## src/rtl/mem_stage_hs_if.sv

```systemverilog
// Data-bus handshake between the MEM stage (master) and memory (slave).
// req/gnt accepts a request; rvalid/rdata returns load data later.
interface mem_stage_hs_if #(
    parameter int XLEN = 32
);
    localparam int BE_W = XLEN / 8;

    logic            req;
    logic            we;
    logic [XLEN-1:0] addr;
    logic [BE_W-1:0] be;
    logic [XLEN-1:0] wdata;
    logic            gnt;
    logic            rvalid;
    logic [XLEN-1:0] rdata;

    modport master (
        output req, we, addr, be, wdata,
        input  gnt, rvalid, rdata
    );

    modport slave (
        input  req, we, addr, be, wdata,
        output gnt, rvalid, rdata
    );
endinterface

```

## src/rtl/mem_stage_hs.sv

```systemverilog
// MEM pipeline stage: issues loads/stores over a req/gnt/rvalid bus,
// checks alignment, stalls EX while busy and registers the WB fields.
module mem_stage_hs #(
    parameter  int XLEN = 32,
    parameter  int REGW = 5,
    localparam int BE_W = XLEN / 8
) (
    input  logic             clk,
    input  logic             rst_n,
    input  logic             ex_valid,
    input  logic [XLEN-1:0]  ex_pc4,
    input  logic [XLEN-1:0]  ex_alu_result,
    input  logic [XLEN-1:0]  ex_wdata,
    input  logic [XLEN-1:0]  ex_imm,
    input  logic [REGW-1:0]  ex_regd,
    input  logic             ex_wreg,
    input  logic             ex_wmem,
    input  logic             ex_rmem,
    input  logic [1:0]       ex_wbsel,
    input  logic [1:0]       ex_memsz,
    input  logic             ex_unsigned,
    output logic             mem_stall,
    mem_stage_hs_if.master   dbus,
    output logic             mem_valid,
    output logic [XLEN-1:0]  mem_rmemdata,
    output logic [XLEN-1:0]  mem_pc4,
    output logic [REGW-1:0]  mem_regd,
    output logic [1:0]       mem_wbsel,
    output logic             mem_wreg,
    output logic [XLEN-1:0]  mem_imm,
    output logic [XLEN-1:0]  mem_alu_result,
    output logic             mem_rmem,
    output logic             mem_wmem,
    output logic             mem_misalign
);
    localparam int OFFW = $clog2(BE_W);

    typedef enum logic {IDLE, WAIT_R} state_t;

    state_t            state, nxt;
    logic              mis, is_mem, go, req, stall;
    logic [OFFW-1:0]   lane;
    logic [BE_W-1:0]   sz_mask;
    logic [XLEN-1:0]   amask, wrep, rsh, ld_data;

    assign is_mem = ex_valid & (ex_rmem | ex_wmem);
    assign go     = is_mem & ~mis;
    assign lane   = ex_alu_result[OFFW-1:0];
    assign rsh    = dbus.rdata >> {lane, 3'b000};

    // Size decode: alignment check, lane mask, address mask and store replication.
    always_comb begin
        mis     = 1'b0;
        sz_mask = '1;
        amask   = '1;
        wrep    = ex_wdata;
        case (ex_memsz)
            2'b00: begin
                sz_mask = BE_W'(1);
                wrep    = {BE_W{ex_wdata[7:0]}};
            end
            2'b01: begin
                mis     = ex_alu_result[0];
                sz_mask = BE_W'(3);
                amask   = ~XLEN'(1);
                wrep    = {(XLEN/16){ex_wdata[15:0]}};
            end
            2'b10: begin
                mis     = |ex_alu_result[1:0];
                sz_mask = BE_W'(15);
                amask   = ~XLEN'(3);
                wrep    = {(XLEN/32){ex_wdata[31:0]}};
            end
            default: begin
                mis   = (XLEN == 32) ? 1'b1 : |ex_alu_result[2:0];
                amask = ~XLEN'(7);
            end
        endcase
    end

    // Load data: addressed lane already shifted down, then extended.
    always_comb begin
        ld_data = rsh;
        case (ex_memsz)
            2'b00:
                if (ex_unsigned) ld_data = XLEN'(rsh[7:0]);
                else             ld_data = XLEN'($signed(rsh[7:0]));
            2'b01:
                if (ex_unsigned) ld_data = XLEN'(rsh[15:0]);
                else             ld_data = XLEN'($signed(rsh[15:0]));
            2'b10:
                if (ex_unsigned) ld_data = XLEN'(rsh[31:0]);
                else             ld_data = XLEN'($signed(rsh[31:0]));
            default: ld_data = rsh;
        endcase
    end

    always_comb begin
        nxt   = state;
        req   = 1'b0;
        stall = 1'b0;
        case (state)
            IDLE: begin
                if (go) begin
                    req = 1'b1;
                    if (dbus.gnt) begin
                        // Stores retire on grant; loads wait for rvalid.
                        stall = ~ex_wmem;
                        if (!ex_wmem) nxt = WAIT_R;
                    end else begin
                        stall = 1'b1;
                    end
                end
            end
            WAIT_R: begin
                stall = ~dbus.rvalid;
                if (dbus.rvalid) nxt = IDLE;
            end
            default: nxt = IDLE;
        endcase
        if (!rst_n) begin
            req   = 1'b0;
            stall = 1'b0;
        end
    end

    assign mem_stall  = stall;
    assign dbus.req   = req;
    assign dbus.we    = ex_wmem;
    assign dbus.addr  = ex_alu_result & amask;
    assign dbus.be    = sz_mask << lane;
    assign dbus.wdata = wrep;

    always_ff @(posedge clk or negedge rst_n) begin
        if (!rst_n) begin
            state          <= IDLE;
            mem_valid      <= 1'b0;
            mem_rmemdata   <= '0;
            mem_pc4        <= '0;
            mem_regd       <= '0;
            mem_wbsel      <= '0;
            mem_wreg       <= 1'b0;
            mem_imm        <= '0;
            mem_alu_result <= '0;
            mem_rmem       <= 1'b0;
            mem_wmem       <= 1'b0;
            mem_misalign   <= 1'b0;
        end else begin
            state <= nxt;
            if (stall) begin
                mem_valid    <= 1'b0;
                mem_wreg     <= 1'b0;
                mem_rmem     <= 1'b0;
                mem_wmem     <= 1'b0;
                mem_misalign <= 1'b0;
                mem_rmemdata <= '0;
            end else begin
                mem_valid      <= ex_valid;
                mem_pc4        <= ex_pc4;
                mem_regd       <= ex_regd;
                mem_wbsel      <= ex_wbsel;
                mem_imm        <= ex_imm;
                mem_alu_result <= ex_alu_result;
                mem_wreg       <= ex_valid & ex_wreg & ~(is_mem & mis);
                mem_wmem       <= ex_valid & ex_wmem & ~mis;
                mem_rmem       <= ex_valid & ex_rmem;
                mem_misalign   <= is_mem & mis;
                mem_rmemdata   <= (state == WAIT_R) ? ld_data : '0;
            end
        end
    end
endmodule

```

## src/flat_wrapper.sv

```systemverilog
// flat-port wrapper written by rule: the top's interface ports become plain ports
module mem_stage_hs_flat 
#(
    parameter  int XLEN = 32,
    parameter  int REGW = 5,
    localparam int BE_W = XLEN / 8
)
  (clk, rst_n, ex_valid, ex_pc4, ex_alu_result, ex_wdata, ex_imm, ex_regd, ex_wreg, ex_wmem, ex_rmem, ex_wbsel, ex_memsz, ex_unsigned, mem_stall, mem_valid, mem_rmemdata, mem_pc4, mem_regd, mem_wbsel, mem_wreg, mem_imm, mem_alu_result, mem_rmem, mem_wmem, mem_misalign, dbus_req, dbus_we, dbus_addr, dbus_be, dbus_wdata, dbus_gnt, dbus_rvalid, dbus_rdata);
  mem_stage_hs_if #(.XLEN(XLEN)) dbus_i ();
  input  logic clk;
  input  logic rst_n;
  input  logic ex_valid;
  input  logic [XLEN-1:0] ex_pc4;
  input  logic [XLEN-1:0] ex_alu_result;
  input  logic [XLEN-1:0] ex_wdata;
  input  logic [XLEN-1:0] ex_imm;
  input  logic [REGW-1:0] ex_regd;
  input  logic ex_wreg;
  input  logic ex_wmem;
  input  logic ex_rmem;
  input  logic [1:0] ex_wbsel;
  input  logic [1:0] ex_memsz;
  input  logic ex_unsigned;
  output logic mem_stall;
  output logic mem_valid;
  output logic [XLEN-1:0] mem_rmemdata;
  output logic [XLEN-1:0] mem_pc4;
  output logic [REGW-1:0] mem_regd;
  output logic [1:0] mem_wbsel;
  output logic mem_wreg;
  output logic [XLEN-1:0] mem_imm;
  output logic [XLEN-1:0] mem_alu_result;
  output logic mem_rmem;
  output logic mem_wmem;
  output logic mem_misalign;
  output wire logic [$bits(dbus_i.req)-1:0] dbus_req;
  output wire logic [$bits(dbus_i.we)-1:0] dbus_we;
  output wire logic [$bits(dbus_i.addr)-1:0] dbus_addr;
  output wire logic [$bits(dbus_i.be)-1:0] dbus_be;
  output wire logic [$bits(dbus_i.wdata)-1:0] dbus_wdata;
  input wire logic [$bits(dbus_i.gnt)-1:0] dbus_gnt;
  input wire logic [$bits(dbus_i.rvalid)-1:0] dbus_rvalid;
  input wire logic [$bits(dbus_i.rdata)-1:0] dbus_rdata;
  assign dbus_req = dbus_i.req;
  assign dbus_we = dbus_i.we;
  assign dbus_addr = dbus_i.addr;
  assign dbus_be = dbus_i.be;
  assign dbus_wdata = dbus_i.wdata;
  assign dbus_i.gnt = dbus_gnt;
  assign dbus_i.rvalid = dbus_rvalid;
  assign dbus_i.rdata = dbus_rdata;
  mem_stage_hs #(.XLEN(XLEN), .REGW(REGW)) u_core (.clk(clk), .rst_n(rst_n), .ex_valid(ex_valid), .ex_pc4(ex_pc4), .ex_alu_result(ex_alu_result), .ex_wdata(ex_wdata), .ex_imm(ex_imm), .ex_regd(ex_regd), .ex_wreg(ex_wreg), .ex_wmem(ex_wmem), .ex_rmem(ex_rmem), .ex_wbsel(ex_wbsel), .ex_memsz(ex_memsz), .ex_unsigned(ex_unsigned), .mem_stall(mem_stall), .dbus(dbus_i), .mem_valid(mem_valid), .mem_rmemdata(mem_rmemdata), .mem_pc4(mem_pc4), .mem_regd(mem_regd), .mem_wbsel(mem_wbsel), .mem_wreg(mem_wreg), .mem_imm(mem_imm), .mem_alu_result(mem_alu_result), .mem_rmem(mem_rmem), .mem_wmem(mem_wmem), .mem_misalign(mem_misalign));
endmodule
```

## config.mk

```make
export PLATFORM = sky130hd
export DESIGN_NAME = mem_stage_hs_flat
export DESIGN_NICKNAME = d
export VERILOG_FILES = /design/src/rtl/mem_stage_hs_if.sv /design/src/rtl/mem_stage_hs.sv /design/src/flat_wrapper.sv
export SDC_FILE = /design/constraint.sdc
export NUM_CORES = 1
export LEC_CHECK = 0
export BUFFER_PORTS_ARGS = -buffer_cell sky130_fd_sc_hd__buf_2
export CELL_PAD_IN_SITES_DETAIL_PLACEMENT = 2
export CELL_PAD_IN_SITES_GLOBAL_PLACEMENT = 2
export CORE_MARGIN = 5
export CORE_UTILIZATION = 23
export CTS_CLUSTER_DIAMETER = 40
export DETAILED_ROUTE_END_ITERATION = 8
export PLACE_DENSITY = 0.75
export SETUP_SLACK_MARGIN = 0.05
export SYNTH_ARGS = -nofsm -noshare
export SYNTH_HDL_FRONTEND = slang
export SYNTH_SLANG_ARGS = --single-unit
```

## constraint.sdc

```tcl
create_clock -name clk -period 1.8 [get_ports clk]
set_input_delay 0.09 -clock clk [delete_from_list [all_inputs] [get_ports clk]]
set_output_delay 0.09 -clock clk [all_outputs]
set_load 0.03 [all_outputs]
```

==> key figures <==
Setup path
  • Critical Path AT: 2.15 ns
  • Worst path max stage delay: 0.39 ns
  • Critical Path Sink Type: register
  • Crit path buffers/inverters: 3
  • Register-to-Register Setup Slack: -0.05 ns
  • Critical Path Start Type: register
  • Top cell by count, worst path: buf_12
  • Worst Path Max Fanout: 9
  • Crit path kind: register to register
  • Crit-path cells: a2111o_1 > o32ai_4 > buf_12 > buf_12 > clkbuf_16 > mux2_2
  • CP required: 2.09 ns
  • Worst reg2reg path depth: 6
  • Worst Setup EP: u_core.mem_alu_result[11]
  • R2r endpoint: u_core.mem_alu_result[11]
  • Setup crit start: u_core.state
  • Levels on crit path: 6
  • RR Startpoint: u_core.state
  • Delay-heaviest family, CP: buffers and inverters
  • CP max-delay cell: dfrtp_1

Floorplan
  • Rows: 61
  • IO Pins: 389
  • Starting density of the core: 0.232
  • Core Region: 27600 um2
  • DIE WIDTH: 177 um
  • Die area: 31300 um2
  • Die Y-Extent: 177 um

Power and ir drop
  • Sequential power share: 0.371
  • Pleak: 5.53 nW
  • Clock power frac: 0.382
  • Switching part of the total: 0.324
  • Logic pwr share: 0.247
  • Total power: 9.45 mW
  • Pint: 6.39 mW
  • PwrDens: 864 nW/um2
  • Peak supply drop: 0.528 mV
  • Psw: 3.06 mW

STA
  • Hold slack: 0.0215 ns
  • Worst Skew: 0.00859 ns
  • Number of setup violations in the final report: 59
  • Max Slew Vio Count: 0
  • Final period utilization: 1.03
  • Slew margin rel.: 0.599
  • Final Hold Fails: 0
  • Final min period: 1.85 ns
  • PnR worst setup slack: -0.0545 ns
  • Slew of the pin with the lowest slew margin: 0.602 ns
  • Max Fclk: 539 MHz
  • RSZ-0062 raised after global routing: yes

Final layout
  • Multi-input gate area: 2600 um2
  • Fillcell total: 2958
  • Final Non-Filler Cells: 1400
  • Layout Nets: 1185
  • Area Overhead vs Synth: 70.5%
  • Design area: 10900 um2
  • Share of layout cells above drive strength 1: 0.571
  • Storage element area: 3530 um2

Worst hold path
  • Hold WC Path Type: input pin to register

Logic synthesis
  • Post-Syn Area per Cell: 12.6 um2
  • Syn Std Cell Area: 6410 um2
  • Yosys cell types: 35
  • Sequential area share after synthesis: 0.550
  • Post-Synthesis Net Count: 685
  • Synth Warn #: 0
  • Post-Syn Instances: 507
  • Yosys reg bits: 141

Global route
  • Number of global-route vias before repair: 7290
  • Initial antenna violation count: 6
  • GRT Total Usage: 0.196
  • Global route overflow: 0
  • First-pass GRT wire length: 46.6 mm
  • Largest net degree at the start of global routing: 101

Route
  • DR iter-0 viols: 212
  • Mean routed wirelength per cell: 23.5 um
  • DR DRC count: 0
  • Via count: 6112
  • Total Wirelength: 32.9 mm
  • TritonRoute pass-1 iters: 4
  • Vias per cell: 4.37
  • Post-route ant nets: 0

CTS
  • # H-tree levels: 4
  • Worst-path clk slew: 0.07 ns
  • # clock sinks: 141
  • Clock latency on the worst-skew pair: 0.42 ns
  • TritonCTS clock tree: built
  • Maximum clock path buffer count: 2
  • Total CTS buffers: 17
  • Clock root buffer: clkbuf_16

Placed design
  • Detailed Place HPWL: 20.6 mm
  • Placed cell area: 8620 um2
  • Placed instance count: 1232
  • Port Buf Inserts: 388
  • Gpl congestion: 0.762

Job
  • Max_cap viols: 0

Outcome
  • Status: finished, violations left
  • Failing checks: negative setup slack
[synthesized netlist by cell type, drive strengths merged]
library cell  instances  area share
or3b                  1      0.0014
inv                   6      0.0035
and3b                 2      0.0027
or3                   2      0.0020
dfrtp               141        0.55
nor3                  2      0.0016
mux2i                26       0.041
or2                   2      0.0020
a2111o                1      0.0018
a21oi                10      0.0078
a211oi               15       0.018
buf                  57       0.072
nor2                 14      0.0082
nor3b                 1      0.0012
o32ai                 2      0.0039
o21ai                28       0.022
a21boi                1      0.0012
nor2b                10      0.0098
mux2                113        0.20
nand2                48       0.028
and4b                 1      0.0016
a211o                 1      0.0014
o2111a                1      0.0018
nand2b                1     0.00098
o211ai                2      0.0023
and2                  7      0.0068
clkbuf               12      0.0070
[logic make-up after synthesis]
family                 share of synthesized area
AOI/OAI and AO/OA                         0.0595
buffers and inverters                     0.0826
DFF                                        0.550
muxes                                      0.241
and+or+nand+nor                           0.0662
[final cells by class]
| cell class | count | share of cell area |
|---|---|---|
| inverter | 6 | 0.00206 |
| clock buffer | 17 | 0.0389 |
| timing repair buffer | 550 | 0.340 |
| antenna | 3 | 0.000687 |
| sequential | 141 | 0.323 |
| multi-input combinational | 291 | 0.238 |
| tap | 378 | 0.0433 |
| clock inverter | 14 | 0.0142 |
[how the worst min path moves through the flow]
| stage | cells past startpoint | to | slack (ns) | startpoint |
|---|---|---|---|---|
| 6_report | 3 | u_core.mem_rmemdata[21] | 0.02 | dbus_rdata[21] |
| 5_1_grt | 3 | u_core.mem_rmemdata[21] | 0.03 | dbus_rdata[21] |
| 4_1_cts | 3 | u_core.mem_rmemdata[21] | 0.003 | dbus_rdata[21] |
| 3_5_place_dp | 2 | u_core.mem_alu_result[13] | 0.25 | rst_n |
| 3_3_place_gp | 2 | u_core.mem_wbsel[1] | 0.26 | rst_n |
| 2_1_floorplan | 0 | u_core.mem_alu_result[0] | -0.21 | rst_n |
[power by group through the flow]
| stage | combinational, mW | clock (mW) | sequential [mW] |
|---|---|---|---|
| floorplan | 0.736 | 0 | 3.94 |
| global placement | 1.87 | 0 | 3.51 |
| detailed placement | 1.91 | 0 | 3.53 |
| CTS | 2.21 | 3.72 | 3.47 |
| global route | 2.45 | 3.86 | 3.52 |
| finish | 2.33 | 3.61 | 3.51 |
[what timing repair did]
| action | 4_1_cts | 5_1_grt |
|---|---|---|
| buffers inserted | 9 | 1 |
| pin swaps | 2 | 4 |
| endpoints found under the setup margin | 85 | 108 |
| cloned | 3 | 2 |
| hold buffers | 119 | 0 |
| resized for setup | 33 | 54 |
| endpoints found under the hold margin | 217 | 0 |
[state kept, by name, indices dropped and copies added (netlist names)]
name and cells:
u_core.mem_rmemdata 32, u_core.mem_pc4 32, u_core.mem_alu_result 32, u_core.mem_misalign 1, u_core.mem_wreg 1, u_core.state 1, u_core.mem_rmem 1, u_core.mem_wbsel 2
u_core.mem_wmem 1, u_core.mem_imm 32, u_core.mem_regd 5, u_core.mem_valid 1
[tightest hold or removal path, cell delays in order]
cell and delay (ns):
buf_2 0.10, mux2i_1 0.06, o21ai_0 0.14
[metal layers]
metal / GRT usage / up-vias / share of wire
met5: 0 / - / 0.0010
met4: 0.0703 / 6 / 0.027
met3: 0.0660 / 42 / 0.071
met2: 0.371 / 279 / 0.54
met1: 0.200 / 3063 / 0.36
li1: - / 2722 / -
[cells in the final DEF, fill, tap and decap left out, drive strengths merged]
cell type and count:
a211o 1, nor3b 1, and4b 1, a21oi 10
diode 3, mux2 113, o2111a 1, or3b 1
o32ai 2, clkbuf 19, bufinv 2, dlygate4sd3 119
nor2b 10, nor2 14, nor3 2, buf 429
or3 2, clkinv 3, and2 7, a2111o 1
clkinvlp 2, o211ai 2, a211oi 15, mux2i 26
a21boi 1, inv 13, nand2 48, or2 2
o21ai 28, and3b 2, nand2b 1, dfrtp 141
[metrics by stage]
step / setup slack (ns) / utilization / TNS [ns]
after floorplan: 0.132 / - / 0
after detailed placement: -0.0522 / 0.312 / -1.17
final: -0.0545 / 0.396 / -0.992
after global routing: -0.0875 / 0.396 / -4.41
after CTS: -0.0942 / 0.386 / -5.76
after global placement: 0.0542 / 0.312 / 0
No activity file was read; power rests on OpenSTA's default activity.
